==> src/rtl/i2c_rx_bit_ctrl.sv <==
// Bit-level receive controller for the I2C slave path: pin synchronisers, START/STOP
// detection, per-bit shift strobes to the SIPO, bit counting and ACK-slot SDA drive.
module i2c_rx_bit_ctrl #(
  parameter int SYNC_STAGES = 2,
  parameter int BITS        = 8
) (
  input  logic       clk,
  input  logic       rst_,
  input  logic       scl_in,
  input  logic       sda_in,
  input  logic       ack_en,
  output logic       bit_out,
  output logic       load,
  output logic       clear,
  output logic       byte_done,
  output logic       start_det,
  output logic       stop_det,
  output logic       sda_oe,
  output logic [3:0] bit_cnt,
  output logic       busy
);

  // state | meaning
  // IDLE  | bus not addressed, wait for START
  // RX    | sampling data bits on SCL rising edges
  // ACK   | driving SDA low through the acknowledge clock
  // NACK  | releasing SDA through the acknowledge clock, then back to IDLE
  typedef enum logic [1:0] {IDLE, RX, ACK, NACK} state_t;

  localparam logic [3:0] BITS_C = 4'(BITS);

  logic [SYNC_STAGES-1:0] scl_sync, sda_sync;
  logic scl_s, sda_s, scl_q, sda_q;
  logic ev_rise, ev_fall, ev_start, ev_stop, sda_r;

  state_t     state_q, state_d;
  logic       bit_out_d, load_d, clear_d, byte_done_d, start_det_d, stop_det_d;
  logic       sda_oe_d, busy_d;
  logic [3:0] bit_cnt_d;

  assign scl_s = scl_sync[SYNC_STAGES-1];
  assign sda_s = sda_sync[SYNC_STAGES-1];

  // Events are registered once more so every strobe lands SYNC_STAGES+1 clocks after the pin.
  always_ff @(posedge clk or negedge rst_) begin
    if (!rst_) begin
      scl_sync <= '0;
      sda_sync <= '0;
      scl_q    <= 1'b0;
      sda_q    <= 1'b0;
      ev_rise  <= 1'b0;
      ev_fall  <= 1'b0;
      ev_start <= 1'b0;
      ev_stop  <= 1'b0;
      sda_r    <= 1'b0;
    end else begin
      scl_sync <= {scl_sync[SYNC_STAGES-2:0], scl_in};
      sda_sync <= {sda_sync[SYNC_STAGES-2:0], sda_in};
      scl_q    <= scl_s;
      sda_q    <= sda_s;
      ev_rise  <= ~scl_q & scl_s;
      ev_fall  <= scl_q & ~scl_s;
      ev_start <= scl_q & scl_s & sda_q & ~sda_s;
      ev_stop  <= scl_q & scl_s & ~sda_q & sda_s;
      sda_r    <= sda_s;
    end
  end

  always_ff @(posedge clk or negedge rst_) begin
    if (!rst_) begin
      state_q   <= IDLE;
      bit_out   <= 1'b0;
      load      <= 1'b0;
      clear     <= 1'b0;
      byte_done <= 1'b0;
      start_det <= 1'b0;
      stop_det  <= 1'b0;
      sda_oe    <= 1'b0;
      bit_cnt   <= 4'd0;
      busy      <= 1'b0;
    end else begin
      state_q   <= state_d;
      bit_out   <= bit_out_d;
      load      <= load_d;
      clear     <= clear_d;
      byte_done <= byte_done_d;
      start_det <= start_det_d;
      stop_det  <= stop_det_d;
      sda_oe    <= sda_oe_d;
      bit_cnt   <= bit_cnt_d;
      busy      <= busy_d;
    end
  end

  always_comb begin
    state_d     = state_q;
    bit_out_d   = bit_out;
    load_d      = 1'b0;
    clear_d     = 1'b0;
    byte_done_d = load & (bit_cnt == BITS_C);
    start_det_d = 1'b0;
    stop_det_d  = 1'b0;
    sda_oe_d    = sda_oe;
    bit_cnt_d   = bit_cnt;
    busy_d      = busy;
    if (ev_start) begin
      start_det_d = 1'b1;
      clear_d     = 1'b1;
      bit_cnt_d   = 4'd0;
      sda_oe_d    = 1'b0;
      busy_d      = 1'b1;
      state_d     = RX;
    end else if (ev_stop) begin
      stop_det_d = 1'b1;
      sda_oe_d   = 1'b0;
      bit_cnt_d  = 4'd0;
      busy_d     = 1'b0;
      state_d    = IDLE;
    end else begin
      case (state_q)
        RX: begin
          if (ev_fall && bit_cnt == BITS_C) begin
            if (ack_en) begin
              sda_oe_d = 1'b1;
              state_d  = ACK;
            end else begin
              state_d = NACK;
            end
          end else if (ev_rise && bit_cnt < BITS_C) begin
            bit_out_d = sda_r;
            load_d    = 1'b1;
            bit_cnt_d = bit_cnt + 4'd1;
          end
        end
        ACK: begin
          if (ev_fall) begin
            sda_oe_d  = 1'b0;
            bit_cnt_d = 4'd0;
            clear_d   = 1'b1;
            state_d   = RX;
          end
        end
        NACK: begin
          if (ev_fall) begin
            bit_cnt_d = 4'd0;
            busy_d    = 1'b0;
            state_d   = IDLE;
          end
        end
        default: ;
      endcase
    end
  end

endmodule

==> config.mk <==
export PLATFORM = sky130hd
export DESIGN_NAME = i2c_rx_bit_ctrl
export DESIGN_NICKNAME = d
export VERILOG_FILES = /design/src/rtl/i2c_rx_bit_ctrl.sv
export SDC_FILE = /design/constraint.sdc
export NUM_CORES = 1
export LEC_CHECK = 0
export CORE_ASPECT_RATIO = 1.4
export CORE_MARGIN = 5
export CORE_UTILIZATION = 51
export CTS_CLUSTER_DIAMETER = 40
export CTS_CLUSTER_SIZE = 40
export DETAILED_ROUTE_END_ITERATION = 10
export PLACE_DENSITY = 0.8
export SLEW_MARGIN = 20
export SYNTH_ARGS = -nofsm -noshare
export SYNTH_HDL_FRONTEND = slang
export SYNTH_SLANG_ARGS = --single-unit
==> constraint.sdc <==
create_clock -name clk -period 1.84 [get_ports clk]
set_input_delay 0.368 -clock clk [delete_from_list [all_inputs] [get_ports clk]]
set_output_delay 0.368 -clock clk [all_outputs]
set_load 0.01 [all_outputs]
==> impl_metrics.env <==
export IMPL_path_buf_inv=1
export IMPL_drt_initial_drc_count=25
export IMPL_worst_pin_slew_ns=0.363
export IMPL_numCtsBuffers=3
export IMPL_layout_common_cells="dfrtp_1, clkdlybuf4s50_1, nor2_1"
export IMPL_syn_to_final_growth_pct=23.1
export IMPL_cts_tree="done"
export IMPL_place_congestion=0.803
export IMPL_ctsResizeCount=0
export IMPL_antenna_found_initial=0
export IMPL_multi_input_area_um2=384
export IMPL_cap_violations=0
export IMPL_hold_slack_ns=0.369
export IMPL_routedWlPerCell_um=14.5
export IMPL_setup_worst_path_class="reg2out"
export IMPL_postCtsSetupBuffers=0
export IMPL_ioPinCount=17
export IMPL_met1_length_um=705
export IMPL_cts_hold_buf=0
export IMPL_fin_nets=119
export IMPL_grt_pass1_wl_um=3140
export IMPL_slew_viol_final=0
export IMPL_synth_area_leader_cell="dfrtp_1"
export IMPL_ctsLongestPathBuffers=2
export IMPL_wl_met3_um=85
export IMPL_first_pass_iters=4
export IMPL_finalCritPeriodShare_pct=92.8
export IMPL_setup_viol=0
export IMPL_drc=0
export IMPL_ys_ff_latch=24
export IMPL_p_leak_nw=0.562
export IMPL_portBuffers=16
export IMPL_drive_gt1_share_pct=9.26
export IMPL_fill_cells=152
export IMPL_finalInstanceArea_um2=1260
export IMPL_max_freq_mhz=586
export IMPL_fin_crit_ns=1.71
export IMPL_grt_pass1_vias=711
export IMPL_synth_edf_count=0
export IMPL_setup_ws_ns=0.133
export IMPL_layout_commonest_cell="dfrtp_1"
export IMPL_syn_area_per_cell_um2=11.7
export IMPL_dp_hpwl_um=1360
export IMPL_syn_inst=88
export IMPL_cpPeakStageDelay_ns=0.57
export IMPL_slew_headroom_pct=75.8
export IMPL_cp_arrival_ns=1.34
export IMPL_fin_util_pct=64.9
export IMPL_crit_required_ns=1.47
export IMPL_core_area_um2=1950
export IMPL_synthDistinctLibCells=30
export IMPL_ant_nets=0
export IMPL_endpoint_kind="output pin"
export IMPL_rsz0062_at_grt="no"
export IMPL_hold_class="in2async"
export IMPL_initial_core_util_pct=52.7
export IMPL_start_kind="register"
export IMPL_dieWidth_um=47.9
export IMPL_synthArstFlopShare_pct=100
export IMPL_diodes=0
export IMPL_top_layer="met4"
export IMPL_outcome="finished, final reports clean"
export IMPL_die_y_um=63.1
export IMPL_met2_length_um=1010
export IMPL_syn_num_nets=98
export IMPL_grt_usage_pct=14.5
export IMPL_crit_path_max_fanout=5
export IMPL_regArea_um2=601
export IMPL_critPathTopFamily="buffers and inverters"
export IMPL_via_per_inst=5.42
export IMPL_clkTransAtPathRegs_ns=0.13
export IMPL_p_per_area_nw_per_um2=1390
export IMPL_htree_levels=1
export IMPL_synth_main_ff_cell="dfrtp_1"
export IMPL_dp_slack_ns=0.169
export IMPL_grt_max_degree=25
export IMPL_setup_tns_ns=0
export IMPL_ir_worst_vdd_mv=0.953
export IMPL_netlist_area_um2=1030
export IMPL_cts_root_buffer="clkbuf_4"
export IMPL_place_area_um2=1210
export IMPL_wirelength_um=1870
export IMPL_yosysWarnings=0
export IMPL_cts_sinks=24
export IMPL_vias=699
export IMPL_hold_viol_final=0
export IMPL_seq_area_frac_synth_pct=58.5
export IMPL_final_setup_skew_ns=0.00172
export IMPL_synth_top_area_share_pct=58.5
export IMPL_design_die_area_um2=3020
export IMPL_critPathSlowestCell="clkdlybuf4s50_1"
export IMPL_rows=19
export IMPL_grt_ovfl_total=0
export IMPL_synth_area_leaders="dfrtp_1, ha_1, mux2i_1"
export IMPL_clock_latency_ns=0.32
export IMPL_worstPathCellList="clkdlybuf4s50_1"
routing by layer:
metal	GRT usage [%]	up-vias
met3	2.28	7
li1	-	337
met1	14.8	342
met5	0	-
met4	9.76	0
met2	24.7	13
final cells by class:
cell class	instances	share of cell area, %
clock buffer	3	1.78
clock inverter	1	2.37
inverter	7	2.08
multi-input combinational	55	30.4
sequential	24	47.5
tap	21	2.08
timing repair buffer	18	13.8
registers in the layout, summed over array words and instances, names as in the netlist, 2 cells and up:
register / flops
state_q: 2
sda_sync: 2
bit_cnt: 4
scl_sync: 2
worst register-to-register path: stages, from the launching register on:
cell      delay, ns
dfrtp_1        0.46
ha_1           0.35
nand2b_1       0.12
a21oi_1        0.08
a211oi_1       0.34
mux2i_1        0.22
cell usage after synthesis (all sizes together) (2+ instances only):
library cell and instances:
dfrtp 24, a21oi 7, inv 7, nor2 7
ha 5, nand2 5, mux2i 4, nand3 4
a31o 2, buf 2, nand2b 2, nor2b 2
nor3 2, nor3b 2, o21ai 2
report_power, final:
group	internal, mW	switching, mW
clock network	0.221	0.164
registers	0.624	0.0899
logic	0.321	0.340
stage by stage:
| stage | cells | power, mW |
|---|---|---|
| after floorplan | 88 | 1.12 |
| after global placement | 125 | 1.34 |
| after detailed placement | 125 | 1.38 |
| after CTS | 129 | 1.77 |
| after global routing | 129 | 1.86 |
| final | 129 | 1.76 |
kinds of logic after synthesis:
family / Yosys count / share of synthesized area (%)
DFF: 24 / 58.5
muxes: 5 / 4.99
xor gates and xnor gates: 1 / 0.853
buffers and inverters: 9 / 4.14
and+or+nand+nor: 29 / 15.7
adders and majority gates: 5 / 6.09
AOI/OAI and AO/OA: 15 / 9.75
worst paths after layout:
kind                                   from           to  slack (ns)  cells past startpoint
worst max-delay path             bit_cnt[0]   bit_cnt[0]        0.13                      1
worst min-delay path                   rst_     stop_det        0.37                      2
worst max register to register   state_q[0]       sda_oe        0.21                      5
worst min register to register  scl_sync[0]  scl_sync[1]        0.37                      0
max in group asynchronous              rst_   bit_cnt[0]        1.24                      2
min in group clk                scl_sync[0]  scl_sync[1]        0.37                      0
Note: power is estimated with default switching activity, not from simulation.
